**src/rtl/iterative_shifter.sv**
```systemverilog
// ARM data-processing shifter: shifts STEP bits per cycle behind a start/busy/done handshake.
// Decodes the immediate-field special encodings (LSR #32, ASR #32, RRX) before shifting.
// Optional macro SHIFTER_FAST_EN replaces the iterative loop with a single-cycle barrel path.
module iterative_shifter #(
  parameter int STEP = 1
) (
  input  logic        clk,
  input  logic        reset,
  input  logic        start,
  input  logic [31:0] operand,
  input  logic [4:0]  amount,
  input  logic [1:0]  shift_type,
  input  logic        imm_mode,
  input  logic        carry_in,
  output logic [31:0] result,
  output logic        carry_out,
  output logic        busy,
  output logic        done
);

  typedef enum logic [1:0] {
    IDLE  = 2'd0,
    SHIFT = 2'd1,
    DONE  = 2'd2
  } state_t;

  state_t      state_q, state_d;
  logic [31:0] sreg_q, sreg_d;      // working shift register
  logic [5:0]  cnt_q, cnt_d;        // bits still to shift
  logic [1:0]  type_q, type_d;      // captured shift type
  logic        sign_q, sign_d;      // captured operand[31] for ASR fill
  logic        cy_q, cy_d;          // last bit shifted out so far
  logic [31:0] result_q, result_d;
  logic        carry_q, carry_d;

  // One-bit shift step: returns {bit shifted out, new value}.
  function automatic logic [32:0] shift1(input logic [31:0] v, input logic [1:0] t,
                                         input logic sgn);
    case (t)
      2'b00:   shift1 = {v[31], v[30:0], 1'b0};
      2'b01:   shift1 = {v[0], 1'b0, v[31:1]};
      2'b10:   shift1 = {v[0], sgn, v[31:1]};
      default: shift1 = {v[0], v[0], v[31:1]};
    endcase
  endfunction

  logic [5:0] eff_amt;
  logic       is_rrx;

  // Effective amount: an immediate amount of zero means #32 for LSR/ASR and RRX for ROR.
  always_comb begin
    eff_amt = {1'b0, amount};
    is_rrx  = 1'b0;
    if (imm_mode && amount == 5'd0) begin
      case (shift_type)
        2'b01, 2'b10: eff_amt = 6'd32;
        2'b11:        is_rrx  = 1'b1;
        default:      eff_amt = 6'd0;
      endcase
    end
  end

  logic [31:0] step_v;
  logic        step_c;
  logic [32:0] step_tmp;
  logic [5:0]  step_k;

  // One SHIFT cycle: up to STEP single-bit steps, stopping when the count runs out.
  always_comb begin
    step_v   = sreg_q;
    step_c   = cy_q;
    step_tmp = {cy_q, sreg_q};
    step_k   = (cnt_q < 6'(STEP)) ? cnt_q : 6'(STEP);
    for (int i = 0; i < STEP; i++) begin
      if (6'(i) < cnt_q) begin
        step_tmp = shift1(step_v, type_q, sign_q);
        step_c   = step_tmp[32];
        step_v   = step_tmp[31:0];
      end
    end
  end

`ifdef SHIFTER_FAST_EN
  logic [31:0] fast_v;
  logic        fast_c;
  logic [32:0] fast_tmp;

  // Full-width barrel result straight from the inputs, built from the same bit step.
  always_comb begin
    fast_v   = operand;
    fast_c   = carry_in;
    fast_tmp = {carry_in, operand};
    for (int i = 0; i < 32; i++) begin
      if (6'(i) < eff_amt) begin
        fast_tmp = shift1(fast_v, shift_type, operand[31]);
        fast_c   = fast_tmp[32];
        fast_v   = fast_tmp[31:0];
      end
    end
  end
`endif

  // Next-state and datapath: finish or continue a shift, then accept a new request when not busy.
  always_comb begin
    state_d  = state_q;
    sreg_d   = sreg_q;
    cnt_d    = cnt_q;
    type_d   = type_q;
    sign_d   = sign_q;
    cy_d     = cy_q;
    result_d = result_q;
    carry_d  = carry_q;

    case (state_q)
      SHIFT: begin
        sreg_d = step_v;
        cy_d   = step_c;
        cnt_d  = cnt_q - step_k;
        if (cnt_q == step_k) begin
          result_d = step_v;
          carry_d  = step_c;
          state_d  = DONE;
        end
      end
      DONE:    state_d = IDLE;
      default: state_d = IDLE;
    endcase

    if (state_q != SHIFT && start) begin
      if (is_rrx) begin
        result_d = {carry_in, operand[31:1]};
        carry_d  = operand[0];
        state_d  = DONE;
      end else if (eff_amt == 6'd0) begin
        result_d = operand;
        carry_d  = carry_in;
        state_d  = DONE;
      end else begin
`ifdef SHIFTER_FAST_EN
        result_d = fast_v;
        carry_d  = fast_c;
        state_d  = DONE;
`else
        sreg_d  = operand;
        cnt_d   = eff_amt;
        type_d  = shift_type;
        sign_d  = operand[31];
        cy_d    = carry_in;
        state_d = SHIFT;
`endif
      end
    end
  end

  // State registers; reset abandons any shift in progress.
  always_ff @(posedge clk) begin
    if (reset) begin
      state_q  <= IDLE;
      sreg_q   <= 32'd0;
      cnt_q    <= 6'd0;
      type_q   <= 2'd0;
      sign_q   <= 1'b0;
      cy_q     <= 1'b0;
      result_q <= 32'd0;
      carry_q  <= 1'b0;
    end else begin
      state_q  <= state_d;
      sreg_q   <= sreg_d;
      cnt_q    <= cnt_d;
      type_q   <= type_d;
      sign_q   <= sign_d;
      cy_q     <= cy_d;
      result_q <= result_d;
      carry_q  <= carry_d;
    end
  end

  assign result    = result_q;
  assign carry_out = carry_q;
  assign busy      = (state_q == SHIFT);
  assign done      = (state_q == DONE);

endmodule
```
**config.mk**
```make
export PLATFORM = sky130hd
export DESIGN_NAME = iterative_shifter
export DESIGN_NICKNAME = d
export VERILOG_FILES = /design/src/rtl/iterative_shifter.sv
export SDC_FILE = /design/constraint.sdc
export NUM_CORES = 1
export LEC_CHECK = 0
export CAP_MARGIN = 10
export CORE_MARGIN = 2
export CORE_UTILIZATION = 54
export CTS_BUF_LIST = sky130_fd_sc_hd__clkbuf_16
export CTS_CLUSTER_DIAMETER = 100
export DETAILED_ROUTE_END_ITERATION = 6
export PLACE_DENSITY = 0.9
export SLEW_MARGIN = 30
export SYNTH_ARGS = -nofsm -noshare
export SYNTH_HDL_FRONTEND = slang
export SYNTH_SLANG_ARGS = --single-unit
```
**constraint.sdc**
```tcl
create_clock -name clk -period 2.7 [get_ports clk]
set_input_delay 0.405 -clock clk [delete_from_list [all_inputs] [get_ports clk]]
set_output_delay 0.405 -clock clk [all_outputs]
set_load 0.02 [all_outputs]
```
==> flow_summary.ini <==
[outcome]
status = finished, final reports clean

[timing]
setup_viol = 0
final_hold_viol_count = 0
hold_slack_ps = 494
final.setup.tns_ps = 0
max_slew_margin = 0.575
rsz0062_at_grt = no
fin_crit_sh = 0.841
fin_crit_ps = 2270
fin_skew_ps = 3.92
worst_pin_slew_ps = 636
timing.fmax_mhz = 440
finalMaxSlewViolations = 0

[synthesis]
synth_edf_count = 0
yosys.area.top_type_share = 0.323
yosysSeqAreaShare = 0.323
yosys-top-cells-area = dfxtp_1 32%, mux2i_1 8.0%, a41o_1 6.3%, a2111oi_0 5.9%, a311oi_1 5.9%
yosys_warnings = 0
avgSynthCellArea_um2 = 8.38
synthCells = 569
synth.distinct_cells = 43
syn-num-nets = 615
synthArstFlopShare = 0
ys_ff_latch = 77
syn-cell-area_um2 = 4770
synthFlopType = dfxtp_1
yosysTopAreaCell = dfxtp_1

[detailed_routing]
routed-via-count = 4988
drcViolationCount = 0
ant_nets = 0
wl_per_cell_um = 19.4
viasPerCell = 6.85
wl_mm = 14.1
dr.pass1.iters = 5
drt_iter0_drc = 418

[worst_setup_path]
critPathLaunchType = primary input
crit_arrival_ps = 2460
path_class = primary input to register
cp.required_ps = 2890
worstSetupEndpointType = register
crit_path_max_fanout = 34

[clocking]
clk_latency_ps = 340
postCtsSetupBuffers = 0
cts_resized = 0
cts_root_buffer = clkbuf_16
htreeDepth = 3
cts_sinks = 77
cts.path.max_buffers = 2
hold_buffers = 0
clk_pin_slew_ps = 60
numCtsBuffers = 9
cts_tree = done

[floorplanning]
num_rows = 34
die_h_um = 98.0
fp.dieArea_um2 = 9600
pin_count = 79
core_area_um2 = 8640
start_util = 0.552
die_w_um = 98.0

[placement]
dp.cells = 712
portBuffers = 78
gp_congestion = 0.844
hpwl_mm = 8.71

[global_route]
grt-ovfl-total = 0
grt_start_max_net_pins = 65
grt_pass1_wl_mm = 23.1
grt_usage = 0.288
grt_antenna_before_repair = 0
grt_pass1_vias = 4833

[layout]
antenna_cells = 0
fin_nets = 661
seqCellArea_um2 = 1540
final_cells = 728
multiInputGateArea_um2 = 2970
drive_gt1_frac = 0.123
fillers = 670
area_growth_pct = 24.4

[power]
p_per_area_nw_per_um2 = 578
ir_drop_mv = 0.379
leakagePower_uw = 0.00244

[run]
timing.max_cap.violations = 0

[hold_path]
hold_path.class = register to register
==> sequential cells by signal, indices dropped and copies added, names as in the netlist <==
register	cells
type_q	2
result	32
sign_q	1
carry_out	1
cnt_q	6
sreg_q	32
state_q	2
cy_q	1
==> placed cells by master, fill, tap and decap left out, drive strengths merged, types with 2 or more instances in the layout <==
master         count
nor4               3
clkbuf             9
a211oi             5
nand2b             3
xnor2              2
o22ai              2
inv                6
a311oi            32
buf               20
a41o              30
clkdlybuf4s50     77
ha                 2
or2               31
mux2i             38
a21oi              8
a31oi              2
a2111oi           32
clkinvlp           4
or3                2
a211o             31
clkinv             4
nand2             71
o21ai              5
and3              33
nor3b             31
nand3              5
nor3               3
nor2              40
dfxtp             77
==> layer usage <==
metal	global-route usage	share of wire
met5	0	0
met4	0.103	0.022
met1	0.369	0.41
met3	0.0737	0.096
met2	0.470	0.47
==> critical path: stages <==
cell and delay [ps]:
clkdlybuf4s50_1 440, nor4_1 540, nand3_1 240, buf_12 230, a2111oi_0 450, a311oi_1 140
==> final timing paths <==
kind         startpoint         end  slack [ps]  cells past startpoint
max           amount[1]  result[24]         430                      6
min          result[31]  result[31]         490                      2
max reg2reg    cnt_q[5]  result[31]         620                      5
min reg2reg  result[31]  result[31]         490                      2
==> final cells by class <==
type	count	share of cell area
flip-flops and latches	77	0.260
inverters	7	0.00443
multi-input cells	423	0.501
repair buffers	97	0.165
well taps	108	0.0228
clock inverters	7	0.00886
clock buffers	9	0.0380
==> stage by stage <==
step | worst slack [ps] | instance area, um2 | util | total power, uW
4_1_cts | 484 | 5930 | 0.687 | 3420
3_5_place_dp | 208 | 5650 | 0.655 | 2290
2_1_floorplan | 702 | 4770 | - | 1980
5_1_grt | 354 | 5930 | 0.687 | 3580
6_report | 429 | 5930 | 0.687 | 3430
3_3_place_gp | 342 | 5650 | 0.655 | 2250
==> logic make-up (layout without fill, tap and decap cells) <==
kind of cell,count (synthesis),in the layout,synth area share
fa+ha+maj,2,2,0.00525
compound gates,153,153,0.275
buf+inv,69,120,0.0598
simple gates,228,228,0.253
xor+xnor,2,2,0.00367
flops,77,77,0.323
mux,38,38,0.0797
==> where the power goes <==
group / internal (uW) / switching, uW / leakage, uW
registers: 1240 / 102 / 0.000631
clock network: 623 / 509 / 0.000124
logic: 428 / 523 / 0.00169
==> synthesized netlist by cell type (2+ instances only) <==
| cell type | number |
|---|---|
| a2111oi_0 | 32 |
| nor3b_1 | 31 |
| inv_1 | 5 |
| clkbuf_1 | 49 |
| a311oi_1 | 32 |
| or3_1 | 2 |
| o21ai_0 | 5 |
| mux2i_1 | 38 |
| buf_2 | 9 |
| o22ai_1 | 2 |
| or2_2 | 31 |
| nand2b_1 | 3 |
| buf_4 | 4 |
| ha_1 | 2 |
| a211o_1 | 31 |
| a31oi_1 | 2 |
| a211oi_1 | 5 |
| and3_1 | 33 |
| nor3_1 | 3 |
| dfxtp_1 | 77 |
| a41o_1 | 30 |
| nor4_1 | 2 |
| nand2_1 | 71 |
| xnor2_1 | 2 |
| a21oi_1 | 8 |
| nor2_1 | 39 |
| nand3_1 | 5 |
(Power assumes the default switching activity.)
